<file path="src/rtl/instr_fetch_queue.sv">
// Instruction fetch front-end: issues word fetches on a req/ack bus and queues {pc, instr} for decode.
// Latency: request 1 cycle after reset/redirect, decode sees the word the cycle after its ack.
// Backpressure: fetching pauses once the queue would fill; id_ready low holds the head stable.
module instr_fetch_queue #(
    parameter int ADDR_W  = 8,
    parameter int INSTR_W = 16,
    parameter int DEPTH   = 4
) (
    input  logic               clk,
    input  logic               reset,
    output logic               imem_req,
    output logic [ADDR_W-1:0]  imem_addr,
    input  logic               imem_ack,
    input  logic [INSTR_W-1:0] imem_rdata,
    output logic               id_valid,
    output logic [INSTR_W-1:0] id_instr,
    output logic [ADDR_W-1:0]  id_pc,
    input  logic               id_ready,
    input  logic               redirect,
    input  logic [ADDR_W-1:0]  redirect_pc
);

    localparam int PTR_W = $clog2(DEPTH);
    localparam int CNT_W = PTR_W + 1;
    localparam logic [CNT_W-1:0] DEPTH_C = CNT_W'(DEPTH);

    typedef struct packed {
        logic [ADDR_W-1:0]  pc;
        logic [INSTR_W-1:0] instr;
    } entry_t;

    typedef enum logic [1:0] {
        IDLE  = 2'd0,
        REQ   = 2'd1,
        DRAIN = 2'd2
    } state_t;

    state_t            state, state_next;
    logic [ADDR_W-1:0] fetch_pc, fetch_pc_next;
    logic [ADDR_W-1:0] addr_next;
    logic [CNT_W-1:0]  count, count_next;
    logic [PTR_W-1:0]  wr_ptr, rd_ptr;
    entry_t            mem [DEPTH];
    logic              xfer, push, pop;

    assign imem_req = (state != IDLE);
    assign xfer     = imem_req && imem_ack;
    assign pop      = id_valid && id_ready;
    // The full check is redundant with the room reservation but keeps storage safe.
    assign push     = (state == REQ) && xfer && !redirect && (count != DEPTH_C);

    assign count_next = redirect ? '0 : (count + CNT_W'(push) - CNT_W'(pop));

    assign id_valid = (count != '0);
    assign id_instr = mem[rd_ptr].instr;
    assign id_pc    = mem[rd_ptr].pc;

    always_comb begin
        state_next    = state;
        fetch_pc_next = fetch_pc;
        addr_next     = imem_addr;
        case (state)
            IDLE: begin
                if (redirect) begin
                    state_next    = REQ;
                    fetch_pc_next = redirect_pc;
                    addr_next     = redirect_pc;
                end else if (count_next < DEPTH_C) begin
                    state_next = REQ;
                    addr_next  = fetch_pc;
                end
            end
            REQ: begin
                if (redirect) begin
                    fetch_pc_next = redirect_pc;
                    if (imem_ack) begin
                        addr_next = redirect_pc;
                    end else begin
                        // Bus request still open: address must hold until it completes.
                        state_next = DRAIN;
                    end
                end else if (imem_ack) begin
                    fetch_pc_next = fetch_pc + ADDR_W'(1);
                    addr_next     = fetch_pc + ADDR_W'(1);
                    if (count_next >= DEPTH_C) begin
                        state_next = IDLE;
                    end
                end
            end
            DRAIN: begin
                if (redirect) begin
                    fetch_pc_next = redirect_pc;
                end
                // The stale response completes here; restart at the latest target.
                if (imem_ack) begin
                    state_next = REQ;
                    addr_next  = fetch_pc_next;
                end
            end
            default: begin
                state_next = IDLE;
            end
        endcase
    end

    always_ff @(posedge clk or posedge reset) begin
        if (reset) begin
            state     <= IDLE;
            fetch_pc  <= '0;
            imem_addr <= '0;
            count     <= '0;
            wr_ptr    <= '0;
            rd_ptr    <= '0;
            for (int i = 0; i < DEPTH; i++) begin
                mem[i] <= '0;
            end
        end else begin
            state     <= state_next;
            fetch_pc  <= fetch_pc_next;
            imem_addr <= addr_next;
            count     <= count_next;
            if (redirect) begin
                wr_ptr <= '0;
                rd_ptr <= '0;
            end else begin
                if (push) begin
                    mem[wr_ptr] <= '{pc: fetch_pc, instr: imem_rdata};
                    wr_ptr      <= wr_ptr + PTR_W'(1);
                end
                if (pop) begin
                    rd_ptr <= rd_ptr + PTR_W'(1);
                end
            end
        end
    end

endmodule

</file>
<file path="config.mk">
export PLATFORM = sky130hd
export DESIGN_NAME = instr_fetch_queue
export DESIGN_NICKNAME = d
export VERILOG_FILES = /design/src/rtl/instr_fetch_queue.sv
export SDC_FILE = /design/constraint.sdc
export NUM_CORES = 1
export LEC_CHECK = 0
export ABC_AREA = 1
export CORE_AREA = 5 5 123 125
export DETAILED_ROUTE_END_ITERATION = 8
export DIE_AREA = 0 0 128 130
export PLACE_DENSITY_LB_ADDON = 0.08
export SETUP_SLACK_MARGIN = 0.15
export SYNTH_ARGS = -nofsm -noshare
export SYNTH_HDL_FRONTEND = slang
export SYNTH_SLANG_ARGS = --single-unit
</file>
<file path="constraint.sdc">
create_clock -name clk -period 10.93 [get_ports clk]
set_clock_uncertainty 0.15 [all_clocks]
set_input_delay 2.7325 -clock clk [delete_from_list [all_inputs] [get_ports clk]]
set_output_delay 2.7325 -clock clk [all_outputs]
set_load 0.05 [all_outputs]
</file>
==> out/results.txt <==
Count of antenna-violating nets left after detailed routing: 0
DRC violation count after routing: 0
Min Tclk post-route: 6.69 ns
Die height: 130 microns
Total count of hold-check failures in the final report: 0
Primary flip-flop cell chosen by synthesis mapping: dfrtp_1
Element type at the critical path end: flip-flop
Starting Density: 0.441
Root Driver: clkbuf_16
Average size of a mapped cell: 7.96 sq um
Antenna violations before repair: 0
Post-synth EDFFs: 0
Total of fill cells in the finished design: 1,348
Share of synthesized registers carrying an async set or reset: 1.00
Clock insertion delay at the later pin of the skew report: 0.42 ns
Pin count of the biggest net entering global routing: 74
Post-CTS resize count: 0
Final-layout setup total negative slack: 0 ns
Total power: 2.29 mW
Placeable core region: 13,800 sq um
Routed wirelength normalized by instance count: 15.6 microns
Power per cell area: 313 nW/um^2
I/O pin cnt: 63
Slew Limit Headroom: 0.374
Final core area utilization: 0.531
Total die area: 16,600 sq um
Register area share after synthesis: 0.498
CTS Buf Count: 17
Layout cells sized above 1: 0.0537
Dominant cell type by area after synthesis: dfrtp_1
Number of warnings printed during yosys synthesis: 0
Residual overflow from global routing: 0
Endpoint required time on the critical path: 11.09 ns
Synth area leaders: dfrtp_1 50%, nand2_1 14%, o21ai_0 11%
Total Routed Length: 15,600 microns
Clock sinks: 121
Die width: 128 microns
Hold crit path type: flip-flop to flip-flop
Area of the mapped netlist: 6080 sq um
Most used standard cells in the synthesized netlist: 223 x nand2_1, 131 x o21ai_0, 121 x dfrtp_1, 56 x nor2_1, 54 x inv_1
Clk slew on worst S/H paths: 0.06 ns
Area growth from synthesis to layout: 20.4%
Number of rows created at floorplan: 43
Overall track demand over capacity in global routing: 0.201
Nets@finish: 844
Distinct cell type count after synthesis: 28
Synthesized instance count: 764
Worst ir drop on vdd: 159 uV
Net count after synthesis: 801
Global placer's final weighted congestion: 0.829
TritonCTS clock tree: yes
Outcome: finished clean
Max Clk Rate: 0.150 GHz
Share of the cycle needed by the critical path after routing: 0.612
Placed wire-length estimate: 9730 microns
Total count of max-transition violations in the final report: 0
Transition time of the tightest slew-check pin: 0.939 ns
Detailed Routing Iterations Pass 1: 5
Wire length of the first global-routing pass: 26,400 microns
Vias in the first global route: 5,315
Via density: 5.25
Type of origin of the critical path: input port
Post-CTS Hold Buffers: 0
Number of buffers added on ports: 62
RSZ-0062 raised after global routing: false
Biggest fanout along the worst timing path: 60
Diode insertion count for antenna repair: 0
Count leader, synth: nand2_1
Fin Hold WS: 0.324 ns
Setup repair bufs after CTS: 0
Top-area cell type share of the netlist area: 0.498
Maximum Capacitance Violations: 0
Setup-violating endpoint count in the final report: 0
Deepest clock path buffer count: 2
H-tree depth reported by CTS: 4
Leakage power total: 3.55 nW
Vias: 5,243
Number of DRC violations after detailed-routing iteration 0: 326
Final std cell area, no fill: 7320 sq um
Critical setup path kind: input port to flip-flop
Endpoint arrival time on the critical path: 6.84 ns
Post-DP Area: 6710 sq um
Post-synthesis register bit count: 121
[layer usage]
metal  track usage  wire length, microns  share of wire
met5             0                     0              0
met3        0.0463                   656          0.042
met4        0.0780                   299          0.019
met2         0.335                  7530           0.48
met1         0.255                  7100           0.46
[state kept, by name, summed over array words and instances (netlist names)]
register   count
rd_ptr         2
mem           96
imem_addr      8
state          2
fetch_pc       8
wr_ptr         2
count          3
[area by class of cell]
type	instances	area (sq um)	area share
clock buffers	23	488	0.0667
clock inverters	8	118	0.0161
multi-input cells	545	2590	0.355
flip-flops and latches	121	3030	0.414
repair buffers	66	651	0.0889
well taps	180	225	0.0308
inverters	56	215	0.0294
[worst max-delay path, stage by stage]
cell and delay (ns):
clkdlybuf4s50_1 1.08, inv_1 0.41, nand2_4 0.19, nor2_4 0.05, nand2_4 0.52, ha_1 0.36
inv_1 0.06, ha_1 0.13, inv_1 0.04, fa_1 0.38, nand3_1 0.12, nand4_1 0.12
nand2_1 0.34, inv_1 0.15, nand2_1 0.10, nand2_1 0.05
[where the power goes]
part           switching [mW]  leakage [nW]  internal, mW
registers              0.0906          1.50         0.596
clock network           0.195         0.299         0.380
logic                   0.705          1.76         0.321
total                   0.991          3.55          1.30
[logic make-up after synthesis]
kind of cell / Yosys count / share of synthesized area
buffers and inverters: 98 / 0.0749
adder cells (fa/ha/maj): 8 / 0.0177
AND/OR/NAND/NOR: 308 / 0.207
XOR/XNOR: 1 / 0.00144
multiplexers: 2 / 0.00329
AO/OA/AOI/OAI: 226 / 0.198
flip-flops: 121 / 0.498
[layout by cell type, fill, tap and decap left out, types with 3 or more instances in the layout]
master           synthesis  layout
a21oi_1                 25      25
buf_4                   11       4
bufinv_16                0       3
clkbuf_16                0      17
clkbuf_8                 0       4
clkdlybuf4s50_1          0      62
clkinv_2                 0       4
dfrtp_1                121     121
ha_1                     7       7
inv_1                   54      53
nand2_1                223     223
nand2_4                  3       3
nand3_1                 16      16
nand4_1                  3       3
nor2_1                  56      56
nor2_4                   4       4
o21a_1                  25      25
o21ai_0                131     131
o21ai_1                 38      38
o22ai_1                  6       6
[per-stage QoR]
stage | worst slack (ns) | std cells
2_1_floorplan | 4.83 | 764
3_3_place_gp | 3.86 | 968
3_5_place_dp | 3.76 | 968
4_1_cts | 4.19 | 999
5_1_grt | 3.77 | 999
6_report | 4.24 | 999
[final timing paths]
| check | start | endpoint | slack [ns] | depth (start not counted) |
|---|---|---|---|---|
| worst min register to register | mem[3] | mem[3] | 0.32 | 2 |
| worst max register to register | state[0] | imem_addr[6] | 7.08 | 16 |
| min in group asynchronous | reset | mem[17] | 2.62 | 2 |
| worst max-delay path | redirect | imem_addr[6] | 4.24 | 16 |
| max in group asynchronous | reset | fetch_pc[0] | 6.63 | 3 |
| worst min-delay path | mem[3] | mem[3] | 0.32 | 2 |
No activity file was read; power rests on OpenSTA's default activity.
